`src/rtl/saida_display_pkg.sv`:
```
// Shared definitions for the BCD output display: FSM states, command code,
// display limit, double-dabble adjust step and the 7-segment glyph table.
package saida_display_pkg;

  typedef enum logic [1:0] {
    OCIOSO   = 2'b00,
    CONVERTE = 2'b01,
    ATUALIZA = 2'b10
  } estado_t;

  localparam int         MAX_DISPLAY = 999;
  localparam logic [1:0] CMD_SAIDA   = 2'b01;

  // Add 3 to every BCD nibble that is 5 or more, ahead of the shift.
  function automatic logic [11:0] dabble_ajuste(input logic [11:0] bcd);
    logic [11:0] res;
    res = 12'd0;
    for (int i = 0; i < 3; i++) begin
      if (bcd[4*i +: 4] >= 4'd5) begin
        res[4*i +: 4] = bcd[4*i +: 4] + 4'd3;
      end else begin
        res[4*i +: 4] = bcd[4*i +: 4];
      end
    end
    return res;
  endfunction

  // Active-high glyphs, bit order {g,f,e,d,c,b,a}; codes 10-15 are blank.
  function automatic logic [6:0] glifo(input logic [3:0] digito);
    logic [6:0] seg;
    case (digito)
      4'd0:    seg = 7'b0111111;
      4'd1:    seg = 7'b0000110;
      4'd2:    seg = 7'b1011011;
      4'd3:    seg = 7'b1001111;
      4'd4:    seg = 7'b1100110;
      4'd5:    seg = 7'b1101101;
      4'd6:    seg = 7'b1111101;
      4'd7:    seg = 7'b0000111;
      4'd8:    seg = 7'b1111111;
      4'd9:    seg = 7'b1101111;
      default: seg = 7'b0000000;
    endcase
    return seg;
  endfunction

endpackage

```
`src/rtl/saida_display_sete_segmentos.sv`:
```
// Combinational 7-segment decoder for one BCD digit with selectable polarity.
module sete_segmentos
  import saida_display_pkg::*;
#(
  parameter bit ATIVO_BAIXO = 1'b1
) (
  input  logic [3:0] i_digito,
  output logic [6:0] o_seg
);

  logic [6:0] w_glifo;

  assign w_glifo = glifo(i_digito);
  assign o_seg   = ATIVO_BAIXO ? ~w_glifo : w_glifo;

endmodule

```
`src/rtl/saida_display.sv`:
```
// Memory-mapped 3-digit decimal display: a processor write is converted to BCD
// by a sequential double-dabble and shown on three 7-segment outputs.
module saida_display
  import saida_display_pkg::*;
#(
  parameter int LARGURA         = 10,
  parameter int SEG_ATIVO_BAIXO = 1
) (
  input  logic        clk,
  input  logic        reset,
  input  logic [31:0] dadosEscrita,
  input  logic [1:0]  entradaSaidaControl,
  output logic [3:0]  unidade,
  output logic [3:0]  dezena,
  output logic [3:0]  centena,
  output logic [6:0]  seg_unidade,
  output logic [6:0]  seg_dezena,
  output logic [6:0]  seg_centena,
  output logic        ocupado,
  output logic        pronto,
  output logic        estouro
);

  localparam int              CW     = $clog2(LARGURA + 1);
  localparam logic [CW-1:0]   ULTIMO = CW'(LARGURA - 1);

  estado_t            r_estado;
  estado_t            w_prox;
  logic [LARGURA-1:0] r_operando;
  logic [11:0]        r_bcd;
  logic [CW-1:0]      r_passo;
  logic               r_ov_conv;
  logic               r_pend_valido;
  logic [LARGURA-1:0] r_pend_dado;
  logic [3:0]         r_unidade;
  logic [3:0]         r_dezena;
  logic [3:0]         r_centena;
  logic               r_pronto;
  logic               r_estouro;
  logic               r_ocupado;

  logic               w_escrita;
  logic               w_carrega;
  logic               w_usa_pend;
  logic               w_passo;
  logic               w_captura;
  logic               w_atualiza;
  logic [LARGURA-1:0] w_fonte;
  logic               w_fonte_ov;
  logic [LARGURA-1:0] w_fonte_sat;
  logic [11:0]        w_bcd_aj;
  logic               w_unused_alto;

  assign w_escrita     = (entradaSaidaControl == CMD_SAIDA);
  assign w_unused_alto = ^dadosEscrita[31:LARGURA];

  // The load source is the live bus unless restarting from the pending buffer.
  assign w_fonte     = w_usa_pend ? r_pend_dado : dadosEscrita[LARGURA-1:0];
  assign w_fonte_ov  = (32'(w_fonte) > 32'(MAX_DISPLAY));
  assign w_fonte_sat = w_fonte_ov ? LARGURA'(MAX_DISPLAY) : w_fonte;
  assign w_bcd_aj    = dabble_ajuste(r_bcd);

  always_ff @(posedge clk) begin
    if (reset) begin
      r_estado <= OCIOSO;
    end else begin
      r_estado <= w_prox;
    end
  end

  always_comb begin
    w_prox     = r_estado;
    w_carrega  = 1'b0;
    w_usa_pend = 1'b0;
    w_passo    = 1'b0;
    w_captura  = 1'b0;
    w_atualiza = 1'b0;
    case (r_estado)
      OCIOSO: begin
        if (w_escrita) begin
          w_carrega = 1'b1;
          w_prox    = CONVERTE;
        end else begin
          w_prox    = OCIOSO;
        end
      end
      CONVERTE: begin
        w_passo   = 1'b1;
        w_captura = w_escrita;
        if (r_passo == ULTIMO) begin
          w_prox = ATUALIZA;
        end else begin
          w_prox = CONVERTE;
        end
      end
      ATUALIZA: begin
        w_atualiza = 1'b1;
        // A write landing here is newer than anything buffered, so it wins.
        if (w_escrita) begin
          w_carrega = 1'b1;
          w_prox    = CONVERTE;
        end else if (r_pend_valido) begin
          w_carrega  = 1'b1;
          w_usa_pend = 1'b1;
          w_prox     = CONVERTE;
        end else begin
          w_prox = OCIOSO;
        end
      end
      default: begin
        w_prox = OCIOSO;
      end
    endcase
  end

  always_ff @(posedge clk) begin
    if (reset) begin
      r_operando    <= '0;
      r_bcd         <= 12'd0;
      r_passo       <= '0;
      r_ov_conv     <= 1'b0;
      r_pend_valido <= 1'b0;
      r_pend_dado   <= '0;
      r_unidade     <= 4'd0;
      r_dezena      <= 4'd0;
      r_centena     <= 4'd0;
      r_pronto      <= 1'b0;
      r_estouro     <= 1'b0;
      r_ocupado     <= 1'b0;
    end else begin
      r_pronto  <= 1'b0;
      r_ocupado <= (w_prox != OCIOSO);

      if (w_carrega) begin
        r_operando <= w_fonte_sat;
        r_bcd      <= 12'd0;
        r_passo    <= '0;
        r_ov_conv  <= w_fonte_ov;
      end else if (w_passo) begin
        {r_bcd, r_operando} <= {w_bcd_aj[10:0], r_operando, 1'b0};
        r_passo             <= r_passo + CW'(1);
      end else begin
        r_passo <= r_passo;
      end

      if (w_carrega) begin
        r_pend_valido <= 1'b0;
      end else if (w_captura) begin
        r_pend_valido <= 1'b1;
        r_pend_dado   <= dadosEscrita[LARGURA-1:0];
      end else begin
        r_pend_valido <= r_pend_valido;
      end

      // Digits only change here, so a partial conversion is never visible.
      if (w_atualiza) begin
        r_unidade <= r_bcd[3:0];
        r_dezena  <= r_bcd[7:4];
        r_centena <= r_bcd[11:8];
        r_estouro <= r_ov_conv;
        r_pronto  <= 1'b1;
      end else begin
        r_estouro <= r_estouro;
      end
    end
  end

  assign unidade = r_unidade;
  assign dezena  = r_dezena;
  assign centena = r_centena;
  assign pronto  = r_pronto;
  assign estouro = r_estouro;
  assign ocupado = r_ocupado;

  sete_segmentos #(.ATIVO_BAIXO(SEG_ATIVO_BAIXO != 0)) u_seg_unidade (
    .i_digito (r_unidade),
    .o_seg    (seg_unidade)
  );

  sete_segmentos #(.ATIVO_BAIXO(SEG_ATIVO_BAIXO != 0)) u_seg_dezena (
    .i_digito (r_dezena),
    .o_seg    (seg_dezena)
  );

  sete_segmentos #(.ATIVO_BAIXO(SEG_ATIVO_BAIXO != 0)) u_seg_centena (
    .i_digito (r_centena),
    .o_seg    (seg_centena)
  );

endmodule

```
`config.mk`:
```
export PLATFORM = sky130hd
export DESIGN_NAME = saida_display
export DESIGN_NICKNAME = d
export VERILOG_FILES = /design/src/rtl/saida_display_pkg.sv /design/src/rtl/saida_display_sete_segmentos.sv /design/src/rtl/saida_display.sv
export SDC_FILE = /design/constraint.sdc
export NUM_CORES = 1
export LEC_CHECK = 0
export CAP_MARGIN = 20
export CORE_ASPECT_RATIO = 0.75
export CORE_MARGIN = 4
export CORE_UTILIZATION = 45
export CTS_BUF_LIST = sky130_fd_sc_hd__clkbuf_8
export CTS_CLUSTER_SIZE = 14
export DETAILED_ROUTE_END_ITERATION = 7
export DONT_BUFFER_PORTS = 1
export PLACE_DENSITY = 0.63
export SYNTH_ARGS = -nofsm -noshare
export SYNTH_HDL_FRONTEND = slang
export SYNTH_SLANG_ARGS = --single-unit
```
`constraint.sdc`:
```
create_clock -name clk -period 2.5 [get_ports clk]
set_input_delay 0.5 -clock clk [delete_from_list [all_inputs] [get_ports clk]]
set_output_delay 0.5 -clock clk [all_outputs]
set_load 0.01 [all_outputs]
```
==> flow_summary.rst <==
.. list-table::
   :header-rows: 1

   * - Metric
     - Value
   * - Internal Power
     - 1.73 mW
   * - Clk network pwr share
     - 40.3%
   * - Max-Slew Margin vs Limit
     - 56.7%
   * - Worst Hold Slack
     - 0.218 ns
   * - Final worst path period share
     - 79.2%
   * - Critical Path RT
     - 2.73 ns
   * - Maximum vdd drop
     - 0.262 mV
   * - Total core area
     - 0.00757 mm²
   * - Sw power
     - 0.511 mW
   * - Floorplan die area
     - 0.00952 mm²
   * - Number of placement rows
     - 27
   * - Total vias in the final route
     - 2624
   * - Number of routed nets with antenna violations
     - 0
   * - Sequential fraction of the synthesis area
     - 42.2%
   * - Die Span Y
     - 85.5 µm
   * - Residual overflow from global routing
     - 0
   * - Placement-stage cell area
     - 0.00368 mm²
   * - Simple-gate share of the synthesized area
     - 15.2%
   * - Worst Reg-to-Reg Cells
     - 7
   * - Sequential group share of total power
     - 55.6%
   * - Worst min-delay path class
     - input port to flip-flop
   * - Clock transition at path regs
     - 0.08 ns
   * - Number of design-rule violations left by the first detailed-router iteration
     - 123
   * - Synth Area in Adders
     - 9.03%
   * - Die extent in x
     - 111 µm
   * - Final standard cell area without fillers
     - 0.00387 mm²
   * - Area Overhead vs Synth
     - 7.54%
   * - Hold_buf cts
     - 0
   * - Net count of the mapped netlist
     - 465
   * - Summed instance area of the synthesized netlist
     - 0.00360 mm²
   * - Launch instance of the worst register-to-register path
     - r_estado[0]
   * - Min Clock Period, post-route
     - 1.98 ns
   * - Number of fill cells in the layout
     - 714
   * - Fraction of the mapped netlist area in compound gates
     - 15.0%
   * - Wire length of the first global-routing pass
     - 11.8 mm
   * - Share of post-route cells with drive strength above 1
     - 11.3%
   * - Dominant combinational cell family by area after synthesis
     - simple AND/OR/NAND/NOR gates
   * - CP arrival
     - 2.21 ns
   * - Core occupancy in the finished layout
     - 51.2%
   * - TritonCTS clock tree
     - built
   * - Deepest clock path buffer count
     - 2
   * - Reg-to-reg critical path endpoint
     - u_seg_dezena.w_glifo[1]
   * - Xor/xnor share of the synthesized area
     - 2.67%
   * - Clock network latency to the later pin of the worst-skew pair
     - 0.34 ns
   * - Number of H-tree branching levels
     - 3
   * - Cell count after synthesis
     - 403
   * - CP Capture Type
     - flip-flop
   * - Share of cell area taken by muxes after synthesis
     - 9.10%
   * - Flip-flop and latch count after synthesis
     - 76
   * - Number of instances resized during post-cts repair
     - 0
   * - Critical Path Sink
     - u_seg_dezena.w_glifo[1]
   * - Slack of the worst reg-to-reg path
     - 0.52 ns
   * - Final setup skew
     - 0.00974 ns
   * - Area taken by flip-flops and latches
     - 0.00152 mm²
   * - Post-DR vias/cell
     - 5.17
   * - Number of remaining DRC errors
     - 0
   * - Max Cap Viol
     - 0
   * - Routed Wire Length
     - 6.66 mm
   * - RSZ-0062 raised after global routing
     - false
   * - Number of CTS-inserted buffers
     - 9
   * - Final critical-path setup slack
     - 0.521 ns
   * - Clock Sinks
     - 76
   * - Largest net degree at the start of global routing
     - 55
   * - Launching instance or port of the critical path
     - r_estado[0]
   * - Starting utilization of the core area
     - 47.6%
   * - Startpoint types
     - flip-flop
   * - Synth cell types
     - 44
   * - Post-CTS Setup Inserts
     - 0
   * - Multi-input gate area
     - 0.00184 mm²
   * - Pin slew with the least headroom to its limit
     - 0.650 ns
   * - Post-Synthesis Mean Instance Area
     - 8.94 µm²
   * - Final setup violation count
     - 0
   * - Buffer cell driving the clock tree root
     - clkbuf_8
   * - Yosys Warn Count
     - 0
   * - Slew Viols, Final
     - 0
   * - Dpl ws
     - 0.465 ns
   * - Via count of the first global-routing pass
     - 2503
   * - Average detailed-routed wire length per instance
     - 13.1 µm
   * - Number of primary I/O pins
     - 72
   * - Leakage power figure
     - 1.71 nW
   * - Port-buffer cells
     - 0
   * - Result of the run
     - finished clean
   * - Share of total power in combinational logic
     - 4.1%
   * - Number of antenna cells inserted
     - 0
   * - Peak fanout along the critical path
     - 14
   * - Sum of negative setup slack
     - 0 ns
   * - Switching share of total power
     - 22.8%
   * - Total global-route track usage
     - 15.0%
   * - Post-layout net count
     - 464
   * - Worst setup path class
     - flip-flop to flip-flop
   * - DPL Wire Length
     - 4.80 mm
   * - First-pass detailed-route iteration total
     - 4
   * - Last weighted congestion value of the routability-driven placer
     - 0.839
   * - Ratio of total power to cell area
     - 577 mW/mm²
   * - Maximum clock frequency
     - 505 MHz
   * - Hold violation count in the final report
     - 0
   * - Initial antenna violation count
     - 0
cells by family after synthesis:
kind of cell    after synthesis
compound gates               89
xor+xnor                     11
fa+ha+maj                    26
buf+inv                      58
flops                        76
mux                          32
simple gates                111
power by group through the flow:
stage / Clock (mW) / Sequential, mW / Combinational, mW
finish: 0.900 / 1.24 / 0.0921
global route: 0.994 / 1.25 / 0.107
CTS: 0.939 / 1.24 / 0.0925
detailed placement: 0 / 1.27 / 0.0922
global placement: 0 / 1.27 / 0.0915
floorplan: 0 / 1.27 / 0.0858
critical path, stage by stage (launching register included):
cell and delay (ns):
dfxtp_1 0.43, nand2b_1 0.14, buf_4 0.25, mux2i_1 0.12
or2_2 0.34, ha_1 0.32, a211oi_1 0.21, a21oi_1 0.06
worst min-delay path by stage:
stage / from / to / cells past startpoint
detailed placement: r_pend_dado[0] / r_pend_dado[0] / 2
finish: reset / dezena[0] / 1
CTS: reset / dezena[0] / 1
global route: reset / dezena[0] / 1
floorplan: r_operando[9] / r_bcd[0] / 2
global placement: r_pend_dado[0] / r_pend_dado[0] / 2
Yosys cell counts, drive strengths merged:
library cell | number | area share (%)
nor2 | 33 | 3.9
a21o | 4 | 0.87
o21bai | 3 | 0.63
and4b | 1 | 0.31
nand3 | 4 | 0.56
buf | 5 | 1.2
nand2b | 7 | 1.2
and4 | 1 | 0.24
or3b | 3 | 0.73
nor3 | 6 | 0.83
nor2b | 4 | 0.69
o2111ai | 1 | 0.24
and3 | 1 | 0.31
and2 | 2 | 0.35
a221oi | 3 | 0.73
clkbuf | 13 | 1.4
inv | 40 | 4.2
ha | 26 | 9.0
a211o | 1 | 0.24
xor2 | 4 | 0.97
nand4 | 3 | 0.52
or2b | 1 | 0.21
o22ai | 12 | 2.1
mux2 | 6 | 1.9
xnor2 | 7 | 1.7
a211oi | 4 | 0.83
o21ai | 19 | 3.0
or3 | 1 | 0.31
a22oi | 5 | 1.0
a2111oi | 1 | 0.42
a21oi | 36 | 5.0
or2 | 3 | 0.66
nand2 | 40 | 4.2
dfxtp | 76 | 42
nand3b | 1 | 0.21
mux2i | 26 | 7.2
sequential cells by signal, summed over array words and instances (netlist names), 2 cells and up:
signal	cells
centena	4
r_estado	2
dezena	4
u_seg_centena.w_glifo	7
unidade	4
u_seg_dezena.w_glifo	7
r_operando	10
u_seg_unidade.w_glifo	7
r_pend_dado	10
r_passo	4
r_bcd	12
cell type report:
type                       instances  share of cell area [%]
multi-input combinational        269                    47.4
clock inverter                     7                    1.78
sequential                        76                    39.3
inverter                          40                    3.88
tap                              101                    3.26
timing repair buffer               6                    1.16
clock buffer                       9                    3.20
per-stage QoR:
step	cells	power, mW
final	508	2.24
after global routing	508	2.35
after CTS	508	2.27
after detailed placement	492	1.36
after global placement	492	1.36
after floorplan	403	1.35
per-layer routing:
metal,share of wire (%),GRT usage (%)
met5,0,0
met4,1.1,4.75
met3,5.3,5.42
met2,43,23.2
met1,51,19.5
placed cells by master (no fill, tap or decap), types with 4 or more instances in the layout:
| master | count |
|---|---|
| xor2_1 | 4 |
| nand2b_1 | 7 |
| nor3_1 | 6 |
| a211oi_1 | 4 |
| nor2_1 | 27 |
| nand3_1 | 4 |
| clkbuf_8 | 9 |
| dfxtp_1 | 76 |
| nor2b_1 | 4 |
| xnor2_1 | 7 |
| mux2_2 | 6 |
| a22oi_1 | 5 |
| mux2i_1 | 26 |
| nor2_2 | 6 |
| o22ai_1 | 12 |
| inv_1 | 39 |
| a21oi_1 | 36 |
| ha_1 | 26 |
| nand2_1 | 40 |
| o21ai_0 | 16 |
| buf_4 | 6 |
(Power assumes the default switching activity.)
